### src/rtl/pll_mon_pkg.sv
// PLL frequency monitor shared types.
// FSM state encoding used by pll_freq_monitor.
package pll_mon_pkg;

  typedef enum logic [1:0] {
    WAIT_LOCK = 2'd0,
    MEASURE   = 2'd1,
    REPORT    = 2'd2
  } pll_mon_state_t;

endpackage

### src/rtl/pll_freq_monitor_sync_2ff.sv
// Two-flop synchronizer, 1 bit, async active-low reset to 0.
// Ports: clk, rst_n, d (async in), q (synced out).
module sync_2ff (
  input  logic clk,
  input  logic rst_n,
  input  logic d,
  output logic q
);

  logic s1_q;
  logic s2_q;
  logic s1_d;
  logic s2_d;

  always_comb begin
    s1_d = d;
    s2_d = s1_q;
  end

  always_ff @(posedge clk or negedge rst_n) begin
    if (!rst_n) begin
      s1_q <= 1'b0;
      s2_q <= 1'b0;
    end else begin
      s1_q <= s1_d;
      s2_q <= s2_d;
    end
  end

  assign q = s2_q;

endmodule

### src/rtl/pll_freq_monitor.sv
// PLL lock qualifier and gated edge-count frequency monitor on clk.
// In: clk, reset_n, pll_locked, meas_in, enable, clear_fault.
// Out: lock_stable, count_out, count_valid, freq_ok, fault.
module pll_freq_monitor
  import pll_mon_pkg::*;
#(
  parameter int GATE_CYCLES = 4800,
  parameter int EXP_MIN     = 1250,
  parameter int EXP_MAX     = 1300,
  parameter int LOCK_STABLE = 1024,
  parameter int CNT_W       = 16
) (
  input  logic             clk,
  input  logic             reset_n,
  input  logic             pll_locked,
  input  logic             meas_in,
  input  logic             enable,
  input  logic             clear_fault,
  output logic             lock_stable,
  output logic [CNT_W-1:0] count_out,
  output logic             count_valid,
  output logic             freq_ok,
  output logic             fault
);

  localparam int GW = $clog2(GATE_CYCLES);
  localparam int LW = $clog2(LOCK_STABLE + 1);

  logic lock_s;
  logic meas_s;

  sync_2ff u_lock_sync (
    .clk   (clk),
    .rst_n (reset_n),
    .d     (pll_locked),
    .q     (lock_s)
  );

  sync_2ff u_meas_sync (
    .clk   (clk),
    .rst_n (reset_n),
    .d     (meas_in),
    .q     (meas_s)
  );

  logic             meas_s3_q, meas_s3_d;
  logic [LW-1:0]    lock_cnt_q, lock_cnt_d;
  logic [GW-1:0]    gate_cnt_q, gate_cnt_d;
  logic [CNT_W-1:0] edge_cnt_q, edge_cnt_d;
  logic [CNT_W-1:0] count_out_q, count_out_d;
  logic             count_valid_q, count_valid_d;
  logic             freq_ok_q, freq_ok_d;
  logic             fault_q, fault_d;
  pll_mon_state_t   state_q, state_d;

  logic rise;
  logic in_range;
  logic fault_set;
  logic run_ok;

  assign lock_stable = (lock_cnt_q == LW'(LOCK_STABLE));
  assign rise        = meas_s & ~meas_s3_q;
  assign in_range    = (edge_cnt_q >= CNT_W'(EXP_MIN)) &&
                       (edge_cnt_q <= CNT_W'(EXP_MAX));
  assign run_ok      = lock_stable & enable;

  always_comb begin
    meas_s3_d = meas_s;
    lock_cnt_d = '0;
    if (lock_s) begin
      if (lock_cnt_q == LW'(LOCK_STABLE)) lock_cnt_d = lock_cnt_q;
      else                                lock_cnt_d = lock_cnt_q + LW'(1);
    end
  end

  always_comb begin
    state_d       = state_q;
    gate_cnt_d    = gate_cnt_q;
    edge_cnt_d    = edge_cnt_q;
    count_out_d   = count_out_q;
    count_valid_d = 1'b0;
    freq_ok_d     = freq_ok_q;
    fault_set     = 1'b0;
    unique case (state_q)
      WAIT_LOCK: begin
        gate_cnt_d = '0;
        edge_cnt_d = '0;
        if (run_ok) state_d = MEASURE;
      end
      MEASURE: begin
        if (!lock_stable) begin
          // Lock lost mid-window is a fault; enable-drop is not.
          state_d   = WAIT_LOCK;
          freq_ok_d = 1'b0;
          fault_set = 1'b1;
        end else if (!enable) begin
          state_d = WAIT_LOCK;
        end else begin
          gate_cnt_d = gate_cnt_q + GW'(1);
          if (rise && (edge_cnt_q != '1)) edge_cnt_d = edge_cnt_q + CNT_W'(1);
          if (gate_cnt_q == GW'(GATE_CYCLES - 1)) state_d = REPORT;
        end
      end
      REPORT: begin
        // Rises in this cycle are dropped; counters restart clean.
        count_out_d   = edge_cnt_q;
        count_valid_d = 1'b1;
        freq_ok_d     = in_range;
        fault_set     = ~in_range;
        gate_cnt_d    = '0;
        edge_cnt_d    = '0;
        state_d       = run_ok ? MEASURE : WAIT_LOCK;
      end
      default: begin
        state_d    = WAIT_LOCK;
        gate_cnt_d = '0;
        edge_cnt_d = '0;
      end
    endcase
    if (fault_set)        fault_d = 1'b1;
    else if (clear_fault) fault_d = 1'b0;
    else                  fault_d = fault_q;
  end

  always_ff @(posedge clk or negedge reset_n) begin
    if (!reset_n) begin
      meas_s3_q     <= 1'b0;
      lock_cnt_q    <= '0;
      gate_cnt_q    <= '0;
      edge_cnt_q    <= '0;
      count_out_q   <= '0;
      count_valid_q <= 1'b0;
      freq_ok_q     <= 1'b0;
      fault_q       <= 1'b0;
      state_q       <= WAIT_LOCK;
    end else begin
      meas_s3_q     <= meas_s3_d;
      lock_cnt_q    <= lock_cnt_d;
      gate_cnt_q    <= gate_cnt_d;
      edge_cnt_q    <= edge_cnt_d;
      count_out_q   <= count_out_d;
      count_valid_q <= count_valid_d;
      freq_ok_q     <= freq_ok_d;
      fault_q       <= fault_d;
      state_q       <= state_d;
    end
  end

  assign count_out   = count_out_q;
  assign count_valid = count_valid_q;
  assign freq_ok     = freq_ok_q;
  assign fault       = fault_q;

endmodule
### config.mk
export PLATFORM = sky130hd
export DESIGN_NAME = pll_freq_monitor
export DESIGN_NICKNAME = d
export VERILOG_FILES = /design/src/rtl/pll_mon_pkg.sv /design/src/rtl/pll_freq_monitor_sync_2ff.sv /design/src/rtl/pll_freq_monitor.sv
export SDC_FILE = /design/constraint.sdc
export NUM_CORES = 1
export LEC_CHECK = 0
export BUFFER_PORTS_ARGS = -buffer_cell sky130_fd_sc_hd__clkbuf_2
export CORE_AREA = 2 2 100 102
export CTS_BUF_LIST = sky130_fd_sc_hd__clkbuf_16
export CTS_CLUSTER_DIAMETER = 30
export DETAILED_ROUTE_END_ITERATION = 8
export DIE_AREA = 0 0 102 104
export GPL_ROUTABILITY_DRIVEN = 0
export PLACE_DENSITY = 0.6
export SLEW_MARGIN = 20
export SYNTH_ARGS = -nofsm -noshare
export SYNTH_HDL_FRONTEND = slang
export SYNTH_HIERARCHICAL = 1
export SYNTH_SLANG_ARGS = --single-unit
### constraint.sdc
create_clock -name clk -period 2.8 [get_ports clk]
set_input_delay 0.84 -clock clk [delete_from_list [all_inputs] [get_ports clk]]
set_output_delay 0.84 -clock clk [all_outputs]
set_load 0.01 [all_outputs]
==> flow_metrics.tcl, run 1 <==
set metrics [dict create \
    status "finished clean" \
    die_h_um 104 \
    syn-instance-count 306 \
    finalHoldViolCount 0 \
    drc 0 \
    drive_above_1_share_pct 18.8 \
    diodes 0 \
    yosysTopAreaCell "dfrtp_1" \
    crit_buf_inv 2 \
    cp-startpoint "lock_cnt_q[0]$_DFFE_PN0P_" \
    overflow 0 \
    tritoncts "built" \
    end_kind "output port" \
    drt-total-wl_um 6440 \
    grt_pass1_wl_um 11200 \
    syn_avg_cell_area_sq_um 10.7 \
    first_global_vias 2265 \
    ys_types 46 \
    design_area_sq_um 3870 \
    finalClockSkew_ns 0.00568 \
    powerDensity_nw_per_um2 556 \
    critPathLaunchType "flop" \
    place_area_sq_um 3570 \
    total_power_mw 2.15 \
    cts_resized 0 \
    stdcell_count 473 \
    yosys_warnings 6 \
    min_period_over_period_pct 92.0 \
    setup_slack_ns 0.225 \
    syn-num-nets 321 \
    multi_input_area_sq_um 1530 \
    min-delay-start "u_meas_sync/s1_q$_DFF_PN0_" \
    reg2reg_from "lock_cnt_q[0]$_DFFE_PN0P_" \
    postCtsSetupRepairBufs 0 \
    drt-pass1-iter-count 4 \
    async_flop_share_pct 100 \
    fp.dieArea_sq_um 10600 \
    reg2reg_depth 7 \
    p_sw_share_pct 19.2 \
    syn_area_sq_um 3280 \
    vias_per_cell 4.91 \
    synth-seq-area-share_pct 50.3 \
    p_clk_share_pct 52.9 \
    antenna_left 0 \
    ioPinCount 26 \
    wire_per_inst_um 13.6 \
    relSlewSlack_pct 57.5 \
    cts_buffer_depth 2 \
    synth_ff_type "dfrtp_1" \
    cp.depth 5 \
    slowest_delay_ns 0.41 \
    track_usage_pct 13.3 \
    path_cells "inv_1, ha_1, nor4b_4, and3_2, clkbuf_2" \
    finalSetupTns_ns 0 \
    p_leak_nw 1.64 \
    crit_fanout 6 \
    rsz0062_at_grt "no" \
    area_growth_syn_to_layout_pct 18.1 \
    reg2reg_setup_slack_ns 0.68 \
    hold_ws_ns 0.349 \
    start_util_pct 34.4 \
    seq_power_share_pct 45.1 \
    clk_latency_ns 0.33 \
    synth_edf_count 0 \
    endpoint "lock_stable" \
    maxSlewViolCount 0 \
    arrival_ns 1.74 \
    r2r-end "gate_cnt_q[12]$_DFFE_PN0P_" \
    die_w_um 102 \
    antenna_found_initial 0 \
    setup_viol 0 \
    fill_cells 941 \
    vias 2324 \
    num_rows 36 \
    hold_class "reg2reg" \
    final.min_clock_period_ns 2.58 \
    io_buffers 25 \
    cts_buffers 9 \
    switching_power_uw 413 \
    peakVddDrop_uv 368 \
    synth_top_area_share_pct 50.3 \
    cts.sinks 66 \
    grt_max_degree 42 \
    path_delay_family "simple AND/OR/NAND/NOR gates" \
    h-tree-depth 3 \
    max_freq_mhz 388 \
    regArea_sq_um 1650 \
    path_clk_slew_ns 0.05 \
    core_sq_um 9550 \
    clockRootBuffer "clkbuf_16" \
    power.share.combinational_pct 2.1 \
    worstMarginPinSlew_ns 0.638 \
    utilization_pct 40.6 \
    yosys-top-cells-area "dfrtp_1 (50%), mux2_2 (5.5%), xnor2_1 (5.3%)" \
    dp.cells 458 \
    drt_iter0_markers 108 \
    hpwlAfterDp_um 4460 \
    crit_slowest_cell "dfrtp_1" \
    place_ws_ns 0.552 \
    path_class "reg2out" \
    finalNetCount 351 \
    intPower_mw 1.74 \
    maxCapViolations 0 \
    ctsHoldBuffers 0 \
    ys_seq_elements 66 \
    worstPathRequired_ns 1.96 \
]
==> state kept, by name (all words and copies together) (netlist names) <==
name              count
meas_s3_q             1
edge_cnt_q           16
freq_ok               1
u_lock_sync/q         1
u_meas_sync/q         1
count_out            16
fault                 1
u_meas_sync/s1_q      1
u_lock_sync/s1_q      1
count_valid           1
gate_cnt_q           13
lock_cnt_q           11
state_q               2
==> metal layers <==
layer	GRT usage (%)	wire, um	vias to the layer above
met4	5.14	87	0
met1	19.9	3240	1106
met2	18.2	2740	49
li1	-	-	1159
met5	0	0	-
met3	3.56	371	10
==> cells in the final DEF, fill, tap and decap left out, types with 4 or more instances in the layout <==
cell	count
o21ai_0	9
mux2_2	16
nor2_1	20
and2_1	9
nand2b_1	5
nor3_1	11
clkbuf_2	24
a21oi_1	9
nand2_1	20
inv_1	14
nand4_1	7
dfrtp_1	66
ha_1	9
and4_1	7
xnor2_1	20
clkbuf_16	9
mux2i_1	6
buf_4	4
nand3_1	13
nor4_1	4
and3_1	4
or3_1	5
==> worst register-to-register path, cell delays in order, from the launching register on <==
cell	delay, ns
dfrtp_1	0.41
inv_1	0.07
ha_1	0.14
nor4b_4	0.31
and4_1	0.44
nand3_2	0.12
or4_1	0.41
a21oi_1	0.16
==> power groups by stage <==
stage	Combinational [mW]	Clock, mW	Sequential [mW]
after detailed placement	0.0476	0	0.986
final	0.0450	1.14	0.970
after CTS	0.0477	1.17	0.969
after global routing	0.0534	1.21	0.970
after floorplan	0.0180	0	0.983
after global placement	0.0458	0	0.985
==> cells by family (layout without fill, tap and decap cells) <==
| logic type | Yosys count | after routing | synth area share [%] |
|---|---|---|---|
| xor gates and xnor gates | 23 | 23 | 6.14 |
| muxes | 22 | 22 | 7.32 |
| buffers and inverters | 24 | 58 | 2.97 |
| adders and majority gates | 9 | 9 | 3.43 |
| AOI/OAI and AO/OA | 38 | 38 | 7.55 |
| DFF | 66 | 66 | 50.3 |
| and+or+nand+nor | 124 | 124 | 22.2 |
==> synth_stat cells, drive strengths merged, types with 3 or more instances <==
cell,number
nand2b,5
dfrtp,66
mux2,16
nor4,4
inv,12
nand3,14
mux2i,6
xor2,3
clkbuf,10
nand2,20
nor4b,4
and4,8
xnor2,20
ha,9
o22ai,3
nor2b,3
o21ai,9
nand4,7
a211oi,3
or3,5
nor2,20
a21oi,9
and2,9
and3,5
nor3,11
==> cell type report <==
cell class                      count  area share (%)
Clock buffer                        9            5.81
Sequential cell                    66            42.6
Timing Repair Buffer               30            4.52
Tap cell                          133            4.30
Clock inverter                      6            1.94
Inverter                           13            1.26
Multi-Input combinational cell    216            39.5
==> worst min path at each step <==
stage | end | slack, ns | depth (start not counted)
after CTS | u_meas_sync/q$_DFF_PN0_ | 0.35 | 0
after floorplan | u_lock_sync/q$_DFF_PN0_ | 0.33 | 0
after global placement | u_lock_sync/q$_DFF_PN0_ | 0.33 | 0
after global routing | u_meas_sync/q$_DFF_PN0_ | 0.35 | 0
final | u_meas_sync/q$_DFF_PN0_ | 0.35 | 0
after detailed placement | u_meas_sync/q$_DFF_PN0_ | 0.34 | 0
Note: power is estimated with default switching activity, not from simulation.
==> inputs of run 2 (changes only) <==
- ABC_AREA: not set -> 1
- CORE_AREA: 2 2 100 102 -> 2 2 104 106
- DIE_AREA: 0 0 102 104 -> 0 0 106 108
- PLACE_DENSITY: 0.6 -> 0.59
==> run 2 against run 1 <==
Effect of this change:
- final cell count rose by 33%
- register-to-register slack improved by 0.13 ns
- sequential power barely moved
- hold slack improved by 0.0085 ns
- fmax rose by 12%
- clock skew fell by 0.00053 ns
- critical path type unchanged
- largest cell class unchanged
- highest routed layer unchanged
==> flow_metrics.tcl, run 2 <==
set metrics [dict create \
    grt_pass1_wl_um 13700 \
    area_growth_syn_to_layout_pct 15.6 \
    peakVddDrop_uv 351 \
    layout_common_cells "nand2_1 (143), dfrtp_1 (66), inv_1 (51)" \
    postCtsSetupRepairBufs 0 \
    die_w_um 106 \
    syn_area_sq_um 3550 \
    status "finished clean" \
    fp.dieArea_sq_um 11400 \
    arrival_ns 1.46 \
    design_area_sq_um 4100 \
    end_kind "output port" \
    use_met3_pct 3.44 \
    hold_class "reg2reg" \
    synth_common_cells "nand2_1 (143), dfrtp_1 (66), inv_1 (49)" \
    place_area_sq_um 3810 \
    syn_avg_cell_area_sq_um 7.69 \
    finalClockSkew_ns 0.00516 \
    regArea_sq_um 1650 \
    ioPinCount 26 \
    die_h_um 108 \
    synth-seq-area-share_pct 46.6 \
    tritoncts "built" \
    maxSlewViolCount 0 \
    ys_seq_elements 66 \
    worstMarginPinSlew_ns 0.599 \
    drc 0 \
    critPathLaunchType "flop" \
    clk_latency_ns 0.33 \
    start_util_pct 34.7 \
    async_flop_share_pct 100 \
    finalHoldViolCount 0 \
    antenna_found_initial 0 \
    path_clk_slew_ns 0.05 \
    cts_resized 0 \
    yosysMostFrequentCell "nand2_1" \
    cts_buffer_depth 2 \
    synth_top_area_share_pct 46.6 \
    cts.sinks 66 \
    fill_cells 1039 \
    vias_per_cell 4.88 \
    synth_edf_count 0 \
    drt-total-wl_um 7920 \
    drt-pass1-iter-count 4 \
    yosys_warnings 6 \
    finalNetCount 503 \
    worstPathRequired_ns 1.96 \
    first_global_vias 3053 \
    hpwlAfterDp_um 5490 \
    powerDensity_nw_per_um2 511 \
    max_freq_mhz 435 \
    relSlewSlack_pct 60.1 \
    diodes 0 \
    synth_ff_type "dfrtp_1" \
    globalRouteMet2Util_pct 25.4 \
    drive_above_1_share_pct 11.0 \
    yosys-top-cells-area "dfrtp_1 (47%), nand2_1 (15%), inv_1 (5.2%)" \
    min_period_over_period_pct 82.1 \
    path_class "reg2out" \
    core_sq_um 10200 \
    maxCapViolations 0 \
    ctsHoldBuffers 0 \
    syn-num-nets 476 \
    rsz0062_at_grt "no" \
    layout.cells.most_common "nand2_1" \
    num_rows 37 \
    p_leak_nw 1.99 \
    hold_ws_ns 0.357 \
    crit_fanout 5 \
    wire_per_inst_um 12.6 \
    overflow 0 \
    syn-instance-count 461 \
    clockRootBuffer "clkbuf_16" \
    track_usage_pct 15.0 \
    vias 3068 \
    met1_usage_pct 18.6 \
    h-tree-depth 3 \
    total_power_mw 2.09 \
    finalSetupTns_ns 0 \
    io_buffers 25 \
    ys_types 27 \
    drt_iter0_markers 117 \
    yosysTopAreaCell "dfrtp_1" \
    antenna_left 0 \
    grt.busiest_layer "met2" \
    setup_viol 0 \
    grt_max_degree 42 \
    final.min_clock_period_ns 2.30 \
    multi_input_area_sq_um 1640 \
    cts_buffers 9 \
]
run 2: cell types whose count changed after synthesis, moves of 6 or more:
cell,before,now
xnor2_1,20,2
nand3_1,13,35
mux2_2,16,0
nand2_1,20,143
o21ai_0,9,35
inv_1,12,49
mux2i_1,6,0
nor2_1,20,43
and2_1,9,0
and4_1,7,0
nand4_1,7,27
run 2: report_power, final:
part | switching (mW) | internal [mW] | total, mW
logic | 0.0321 | 0.0134 | 0.0454
clock network | 0.404 | 0.678 | 1.08
registers | 0.00519 | 0.962 | 0.967
run 2: worst paths after layout:
kind	cells past startpoint	start	slack [ns]	to
setup / recovery	5	lock_cnt_q[0]$_DFFE_PN0P_	0.50	lock_stable
hold / removal	0	u_lock_sync/s1_q$_DFF_PN0_	0.36	u_lock_sync/q$_DFF_PN0_
setup reg to reg	9	lock_cnt_q[0]$_DFFE_PN0P_	0.81	gate_cnt_q[0]$_DFFE_PN0P_
hold reg to reg	0	u_lock_sync/s1_q$_DFF_PN0_	0.36	u_lock_sync/q$_DFF_PN0_
max in group asynchronous	2	reset_n	1.66	gate_cnt_q[11]$_DFFE_PN0P_
min in group asynchronous	1	reset_n	0.52	count_out[12]$_DFFE_PN0P_
run 2: worst max-delay path, stage by stage, from the launching register on:
cell      delay [ns]
dfrtp_1         0.39
inv_1           0.09
ha_1            0.17
nand4_1         0.14
nor2_4          0.18
clkbuf_2        0.16
run 2: final cells by class:
cell class | instances | share of cell area [%]
timing repair buffer | 28 | 3.91
clock buffer | 9 | 5.50
multi-input combinational | 333 | 40.0
clock inverter | 7 | 1.53
sequential | 66 | 40.3
tap | 136 | 4.15
inverter | 50 | 4.58
run 2: kinds of logic (layout without fill, tap and decap cells):
logic type / after synthesis / after routing / share of synthesized area [%]
flops: 66 / 66 / 46.6
xor+xnor: 10 / 10 / 2.47
buf+inv: 62 / 94 / 7.16
simple gates: 270 / 270 / 34.1
fa+ha+maj: 9 / 9 / 3.18
compound gates: 44 / 44 / 6.49
run 2: stage by stage:
| stage | std cells | util, % | setup WS [ns] |
|---|---|---|---|
| after floorplan | 461 | - | 1.05 |
| after global placement | 613 | 37.2 | 0.870 |
| after detailed placement | 613 | 37.2 | 0.796 |
| after CTS | 629 | 40.1 | 0.482 |
| after global routing | 629 | 40.1 | 0.413 |
| final | 629 | 40.1 | 0.501 |
run 2: per-layer routing:
metal  part of all wire [%]  up-vias
met5                      0        -
met4                    1.5        0
met3                    4.4       12
met2                     48       71
met1                     46     1435
li1                       -     1550
